<file path="src/rtl/obj_sprite_reader.sv">
// Sprite-ROM reader for one object: scan-position hit test, ROM addressing, pixel-on flag, life cycle.
// Latency: pix_x/pix_y at cycle N -> rom_x/rom_y/rom_en at N+1 -> pix_on at N+2 (fixed).
// Backpressure: pos_valid/pos_ready into a one-entry holding register, drained only at frame_start.
// Optional feature macro: OBJ_SPRITE_MIRROR_EN (adds i_mirror, horizontal flip of rom_x).
module obj_sprite_reader #(
  parameter int OBJ_W        = 6,
  parameter int OBJ_H        = 6,
  parameter int HW           = 10,
  parameter int FLASH_FRAMES = 8
) (
  input  logic          clk,
  input  logic          rst_n,
  input  logic [HW-1:0] i_pix_x,
  input  logic [HW-1:0] i_pix_y,
  input  logic          i_frame_start,
  input  logic [HW-1:0] i_pos_x,
  input  logic [HW-1:0] i_pos_y,
  input  logic          i_pos_valid,
  output logic          o_pos_ready,
  input  logic          i_hit,
  output logic [2:0]    o_rom_x,
  output logic [2:0]    o_rom_y,
  output logic          o_rom_en,
  input  logic          i_rom_data,
  output logic          o_pix_on,
`ifdef OBJ_SPRITE_MIRROR_EN
  input  logic          i_mirror,
`endif
  output logic          o_obj_alive
);

  localparam int CW = (FLASH_FRAMES > 1) ? $clog2(FLASH_FRAMES) : 1;

  typedef enum logic [1:0] {
    ST_DEAD  = 2'd0,
    ST_ALIVE = 2'd1,
    ST_FLASH = 2'd2
  } state_t;

  state_t        r_state;
  state_t        w_state_nxt;
  logic [CW-1:0] r_flash_cnt;
  logic [CW-1:0] w_flash_cnt_nxt;
  logic          r_alive;

  logic          r_pend_vld;
  logic [HW-1:0] r_pend_x;
  logic [HW-1:0] r_pend_y;
  logic [HW-1:0] r_cur_x;
  logic [HW-1:0] r_cur_y;

  logic          w_xfer;
  logic          w_apply;
  logic [HW-1:0] w_new_x;
  logic [HW-1:0] w_new_y;

  logic [HW-1:0] w_lx;
  logic [HW-1:0] w_ly;
  logic          w_inside;
  logic          w_show;
  logic [2:0]    w_rom_x;

  logic [2:0]    r_rom_x;
  logic [2:0]    r_rom_y;
  logic          r_rom_en;
  logic          r_pix_on;

  // A transfer coinciding with frame_start bypasses the holding register.
  assign o_pos_ready = ~r_pend_vld;
  assign w_xfer      = i_pos_valid & ~r_pend_vld;
  assign w_apply     = i_frame_start & (r_pend_vld | w_xfer);
  assign w_new_x     = r_pend_vld ? r_pend_x : i_pos_x;
  assign w_new_y     = r_pend_vld ? r_pend_y : i_pos_y;

  // Holding register and frame-synchronous position update.
  always_ff @(posedge clk or negedge rst_n) begin
    if (!rst_n) begin
      r_pend_vld <= 1'b0;
      r_pend_x   <= '0;
      r_pend_y   <= '0;
      r_cur_x    <= '0;
      r_cur_y    <= '0;
    end else if (i_frame_start) begin
      r_pend_vld <= 1'b0;
      if (w_apply) begin
        r_cur_x <= w_new_x;
        r_cur_y <= w_new_y;
      end
    end else if (w_xfer) begin
      r_pend_vld <= 1'b1;
      r_pend_x   <= i_pos_x;
      r_pend_y   <= i_pos_y;
    end
  end

  // Life-cycle state register; obj_alive follows the next state on the same edge.
  always_ff @(posedge clk or negedge rst_n) begin
    if (!rst_n) begin
      r_state     <= ST_DEAD;
      r_flash_cnt <= '0;
      r_alive     <= 1'b0;
    end else begin
      r_state     <= w_state_nxt;
      r_flash_cnt <= w_flash_cnt_nxt;
      r_alive     <= (w_state_nxt != ST_DEAD);
    end
  end

  // Next-state logic: respawn on applied position, hit starts the flash, flash ends after FLASH_FRAMES frames.
  always_comb begin
    w_state_nxt     = r_state;
    w_flash_cnt_nxt = r_flash_cnt;
    case (r_state)
      ST_DEAD: begin
        if (w_apply) w_state_nxt = ST_ALIVE;
      end
      ST_ALIVE: begin
        if (i_hit) begin
          w_state_nxt     = ST_FLASH;
          w_flash_cnt_nxt = '0;
        end
      end
      ST_FLASH: begin
        if (i_frame_start) begin
          if (r_flash_cnt == CW'(FLASH_FRAMES - 1)) begin
            w_state_nxt     = ST_DEAD;
            w_flash_cnt_nxt = '0;
          end else begin
            w_flash_cnt_nxt = r_flash_cnt + 1'b1;
          end
        end
      end
      default: begin
        w_state_nxt     = ST_DEAD;
        w_flash_cnt_nxt = '0;
      end
    endcase
  end

  // Output decode: visibility from state, wrapped offsets against the current position.
  always_comb begin
    w_show   = (r_state == ST_ALIVE) | ((r_state == ST_FLASH) & r_flash_cnt[0]);
    w_lx     = i_pix_x - r_cur_x;
    w_ly     = i_pix_y - r_cur_y;
    w_inside = (w_lx < HW'(OBJ_W)) && (w_ly < HW'(OBJ_H));
`ifdef OBJ_SPRITE_MIRROR_EN
    w_rom_x  = i_mirror ? (3'(OBJ_W - 1) - w_lx[2:0]) : w_lx[2:0];
`else
    w_rom_x  = w_lx[2:0];
`endif
  end

  // Two-stage pipeline: ROM address stage, then registered pixel-on from the ROM bit.
  always_ff @(posedge clk or negedge rst_n) begin
    if (!rst_n) begin
      r_rom_x  <= '0;
      r_rom_y  <= '0;
      r_rom_en <= 1'b0;
      r_pix_on <= 1'b0;
    end else begin
      r_rom_x  <= w_rom_x;
      r_rom_y  <= w_ly[2:0];
      r_rom_en <= w_inside & w_show;
      r_pix_on <= r_rom_en & i_rom_data;
    end
  end

  assign o_rom_x     = r_rom_x;
  assign o_rom_y     = r_rom_y;
  assign o_rom_en    = r_rom_en;
  assign o_pix_on    = r_pix_on;
  assign o_obj_alive = r_alive;

endmodule

</file>
<file path="config.mk">
export PLATFORM = sky130hd
export DESIGN_NAME = obj_sprite_reader
export DESIGN_NICKNAME = d
export VERILOG_FILES = /design/src/rtl/obj_sprite_reader.sv
export SDC_FILE = /design/constraint.sdc
export NUM_CORES = 1
export LEC_CHECK = 0
export BUFFER_PORTS_ARGS = -buffer_cell sky130_fd_sc_hd__buf_2
export CORE_ASPECT_RATIO = 0.5
export CORE_MARGIN = 5
export CORE_UTILIZATION = 23
export CTS_CLUSTER_DIAMETER = 100
export CTS_CLUSTER_SIZE = 12
export DETAILED_ROUTE_END_ITERATION = 6
export GPL_TIMING_DRIVEN = 0
export HOLD_SLACK_MARGIN = 0.06
export PLACE_DENSITY = 0.46
export SLEW_MARGIN = 20
export SYNTH_ARGS = -nofsm -noshare
export SYNTH_HDL_FRONTEND = slang
export SYNTH_SLANG_ARGS = --single-unit
export TNS_END_PERCENT = 5
</file>
<file path="constraint.sdc">
create_clock -name clk -period 2.13 [get_ports clk]
set_clock_uncertainty 0.1 [all_clocks]
set_input_delay 0.3195 -clock clk [delete_from_list [all_inputs] [get_ports clk]]
set_output_delay 0.3195 -clock clk [all_outputs]
set_load 0.005 [all_outputs]
</file>
# ---- After elaboration in Yosys (flattened, before gate mapping)
# Cells that the tools add are included.
dict set report op_classes {
  add_sub_neg 3
  mux 13
  n_lt_le_gt_ge 2
  n_eq_ne 5
  n_reduce_logical 7
  bitwise 10
}
# op count
set ops {}
lappend ops {{$lt A10 B3 Y1 const B} 2}
lappend ops {{$mux W10} 2}
lappend ops {{$sub A10 B10 Y10} 2}
lappend ops {{$mux W3} 3}
lappend ops {{$pmux W3 S3} 1}
lappend ops {{$mux W2} 4}
lappend ops {{$pmux W2 S3} 1}
lappend ops {{$and A1 B1 Y1} 5}
lappend ops {{$ne A2 B2 Y1 const B} 2}
lappend ops {{$reduce_and A2 Y1} 2}
lappend ops {{$reduce_bool A2 Y1} 2}
lappend ops {{$add A3 B1 Y3 const B} 1}
lappend ops {{$eq A3 B3 Y1 const B} 1}
lappend ops {{$not A1 Y1} 3}
lappend ops {{$reduce_and A3 Y1} 1}
lappend ops {{$eq A2 B1 Y1 const B} 1}
lappend ops {{$eq A2 B2 Y1 const B} 1}
lappend ops {{$logic_not A2 Y1} 1}
lappend ops {{$mux W1} 2}
lappend ops {{$or A1 B1 Y1} 2}
lappend ops {{$logic_and A1 B1 Y1} 1}
dict set report totals {
  output_inout_bits 10
  in_bits 46
  ff_bits 55
  elab_cells 52
}

# ---- Longest topological paths before layout
dict set report logic_depth {
  depth_word 7
  ltp_mapped 10
  mapped_depth_nobuf 10
}

# ---- Least setup slack after synthesis
# No wires, ideal clock.
dict set report synth_path {
  path_type {register -> register}
  start {register r_cur_y[0]}
  end {register r_rom_en, in the netlist o_rom_en}
  path_slack_ps -124
  n_path_buf 0
  setup_time_ps 68
  path_stages_with_launch 10
  t_required_ps 1962
  synth_period_minus_slack_ps 2254
  t_arrival_ps 2086
  path_cell_list {dfrtp_1 > ha_1 > fa_1 > nor2b_1 > o21bai_4 > nand2_1 > o32ai_1 > a211o_1 > nor4b_2 > and4_1}
}
dict set report synth_between {
  elab_chain_cells 4
}
# element line_no
set synth_lines {}
lappend synth_lines {{start: declaration} 50} ;# logic [HW-1:0] r_cur_y;
lappend synth_lines {{start signal: assignment} 87} ;# r_cur_y <= w_new_y;
lappend synth_lines {{$sub A10 B10 Y10} 144} ;# w_ly = i_pix_y - r_cur_y;
lappend synth_lines {{$lt A10 B3 Y1} 145} ;# w_inside = (w_lx < HW'(OBJ_W)) && (w_ly < HW'(OBJ_H));
lappend synth_lines {{$logic_and A1 B1 Y1} 145}
lappend synth_lines {{$and A1 B1 Y1} 163} ;# r_rom_en <= w_inside & w_show;
lappend synth_lines {{end signal: assignment} 163}
lappend synth_lines {{end: declaration} 65} ;# logic r_rom_en;
# No other way between the ends.
# A chain may end at the register's enable or synchronous reset.

# ---- Worst setup path in the final report
dict set report layout_path {
  start {register r_cur_y[0]}
  end {register r_rom_en, in the netlist o_rom_en}
}
dict set report layout_between {
  elab_chain_cells 4
}
# element line_no
set layout_lines {}
lappend layout_lines {{$sub A10 B10 Y10} 144}
lappend layout_lines {{net w_ly[2]} 58} ;# logic [HW-1:0] w_ly;
lappend layout_lines {{$lt A10 B3 Y1} 145}
lappend layout_lines {{$logic_and A1 B1 Y1} 145}
lappend layout_lines {{$and A1 B1 Y1} 163}
# The timed path passes the listed nets, and every way through them passes these cells.

==> flow_metrics.env <==
export IMPL_worst_path_max_fanout=2
export IMPL_seq_area_frac_synth_pct=43.07
export IMPL_end_kind="register"
export IMPL_clk_latency_ns=0.30
export IMPL_port_buffers=55
export IMPL_drive_gt1_share_pct=26.32
export IMPL_fin_total_pwr_w=0.003476
export IMPL_worstPathArrival_ns=2.47
export IMPL_die_w_um=176.7
export IMPL_grt_max_degree=56
export IMPL_htree_num_levels=2
export IMPL_first_pass_iters=4
export IMPL_cts_sinks=55
export IMPL_area_delta_synth_final_pct=23.57
export IMPL_syn_avg_cell_area_um2=10.11
export IMPL_globalRouteMet3Util_pct=2.585
export IMPL_setup_viol=1
export IMPL_rows=30
export IMPL_drc_errors=0
export IMPL_synth_edf_count=0
export IMPL_ys_ff_latch=55
export IMPL_post_drt_wl_per_cell_um=13.06
export IMPL_worstPathRequired_ns=2.25
export IMPL_routed_wl_um=7471
export IMPL_clk_pin_slew_worst_paths_ns=0.07
export IMPL_yosysTopAreaCellShare_pct=43.07
export IMPL_ir_worst_vdd_uv=529.1
export IMPL_synth_area_leaders="dfrtp_1, ha_1, mux2i_1, mux2_2, o21ai_0"
export IMPL_worst_pin_slew_ns=0.8235
export IMPL_place_congestion=0.7993
export IMPL_hold_viol_final=0
export IMPL_grt_overflow=0
export IMPL_ys_warn_count=0
export IMPL_cts_tree="yes"
export IMPL_diodes=0
export IMPL_fmax_mhz=426.2
export IMPL_synth_distinct_cells=47
export IMPL_synth_ff_type="dfrtp_1"
export IMPL_async_flop_share_pct=100.0
export IMPL_grtUsageMet1_pct=12.01
export IMPL_hp_class="input port to register"
export IMPL_nNetsFinal=447
export IMPL_grt_use_total_pct=9.256
export IMPL_p_leak_nw=1.835
export IMPL_maxCapViolations=0
export IMPL_startpoint_type="register"
export IMPL_syn_area_um2=3196
export IMPL_status="finished, violations left"
export IMPL_power_density_nw_per_um2=880.3
export IMPL_die_y_um=93.35
export IMPL_violations="setup timing"
export IMPL_io_pins=56
export IMPL_initial_utilization_pct=23.52
export IMPL_fin_util_pct=29.06
export IMPL_ant_nets=0
export IMPL_busiest_layer="met2"
export IMPL_grt_antenna_before_repair=0
export IMPL_r2r_setup_slack_ns=-0.22
export IMPL_synthCells=316
export IMPL_cts_buffer_depth=2
export IMPL_syn_nets=384
export IMPL_via_per_inst=4.213
export IMPL_place_hpwl_um=5958
export IMPL_grtUsageMet2_pct=15.43
export IMPL_grt_pass1_wl_um=12010
export IMPL_rsz0062_at_grt="yes"
export IMPL_root_buffer="clkbuf_16"
export IMPL_final_cell_mix="dfrtp_1, buf_2, o21ai_0"
export IMPL_fillers=1492
export IMPL_dieArea_um2=16490
export IMPL_relSlewSlack_pct=45.10
export IMPL_grt_pass1_vias=2380
export IMPL_finalCritPeriodShare_pct=110.2
export IMPL_cts_made_buffers=5
export IMPL_critical_path_class="register to register"
export IMPL_drtIter0Drc=59
export IMPL_core_area_um2=13590
export IMPL_period_minus_slack_ns=2.346
export IMPL_vias=2410
export IMPL_slew_violations=0
export IMPL_final_common_cell="dfrtp_1"
export IMPL_synth_largest_area_cell="dfrtp_1"
export IMPL_fin_ws_ns=-0.2165
-- worst paths after layout --
kind	end	cells after the start	from
setup / recovery	o_rom_en	8	r_cur_y[0]
hold / removal	o_pix_on	2	i_rom_data
setup reg to reg	o_rom_en	8	r_cur_y[0]
hold reg to reg	r_cur_y[4]	2	r_cur_y[4]
max in group asynchronous	o_rom_en	2	rst_n
min in group asynchronous	r_pend_y[3]	2	rst_n
-- flip-flops by register name, indices dropped and copies added, names as in the netlist --
name         flops
r_pend_vld       1
o_obj_alive      1
r_cur_x         10
r_cur_y         10
o_rom_x          3
r_pend_x        10
r_flash_cnt      3
o_rom_en         1
r_pend_y        10
o_rom_y          3
o_pix_on         1
r_state          2
-- per-stage QoR --
step | instance area [µm²] | hold WS (ns) | instances | setup WS, ns | TNS [ns]
after floorplan | 3208 | -0.07609 | 316 | 0.01492 | 0
after global placement | 3724 | 0.3660 | 563 | -0.4290 | -0.4290
after detailed placement | 3726 | 0.3338 | 563 | -0.4146 | -0.4146
after CTS | 3945 | 0.1268 | 572 | -0.2436 | -0.2436
after global routing | 3949 | 0.1439 | 572 | -0.3223 | -0.3919
final | 3949 | 0.1326 | 572 | -0.2165 | -0.2165
-- synthesized netlist by cell type, drive strengths merged, types with 2 or more instances --
cell / instances
mux2: 21
a21oi: 10
inv: 32
ha: 20
o21ai: 42
a21o: 5
nor2: 11
a31oi: 2
nor3: 5
fa: 2
nor4: 2
mux2i: 24
nor3b: 3
clkbuf: 8
a211o: 2
a22o: 3
nand3b: 2
nor2b: 4
dfrtp: 55
nand2: 30
a21boi: 3
xor2: 3
o211a: 2
nand2b: 2
xnor2: 4
a211oi: 2
-- repair_timing --
item / 4_1_cts / 5_1_grt
pin swaps: 3 / 0
hold buffers: 1 / 0
resized for setup: 6 / 2
endpoints found under the hold margin: 55 / 0
setup buffers: 0 / 0
endpoints found under the setup margin: 1 / 2
-- cell type report --
| cell class | instances | area, µm² | area share [%] |
|---|---|---|---|
| flip-flops and latches | 55 | 1376 | 34.85 |
| repair buffers | 56 | 287.8 | 7.288 |
| clock inverters | 3 | 50.05 | 1.267 |
| well taps | 192 | 240.2 | 6.084 |
| inverters | 32 | 120.1 | 3.042 |
| plain buffers | 9 | 33.78 | 0.8555 |
| multi-input cells | 220 | 1715 | 43.44 |
| clock buffers | 5 | 125.1 | 3.169 |
-- critical path, cell delays in order (launching register included) --
cell and delay, ns:
dfrtp_1 0.41, ha_2 0.20, fa_2 0.39, xnor2_2 0.18, a32oi_2 0.20, o21ai_1 0.09
a211o_1 0.24, nor4b_2 0.24, and4_1 0.23
-- metal layers --
metal | up-vias | wire length [µm]
li1 | 1234 | -
met1 | 1145 | 3493
met2 | 26 | 3570
met3 | 5 | 338
met4 | 0 | 69
met5 | - | 0
-- power by group --
| group | total (W) | internal [W] | switching (W) | leakage, nW |
|---|---|---|---|---|
| clock network | 0.000982 | 0.000569 | 0.000413 | 0.0863 |
| logic | 0.00111 | 0.000524 | 0.000591 | 1.08 |
| registers | 0.00138 | 0.00126 | 0.000121 | 0.671 |
-- cell families (layout without fill, tap and decap cells) --
family / Yosys count / count (layout) / synth area share [%]
mux: 45 / 45 / 14.92
buf+inv: 41 / 105 / 4.816
simple gates: 66 / 66 / 10.49
flops: 55 / 55 / 43.07
compound gates: 80 / 80 / 15.70
fa+ha+maj: 22 / 22 / 9.084
xor+xnor: 7 / 7 / 1.919
Note: power is estimated with default switching activity, not from simulation.
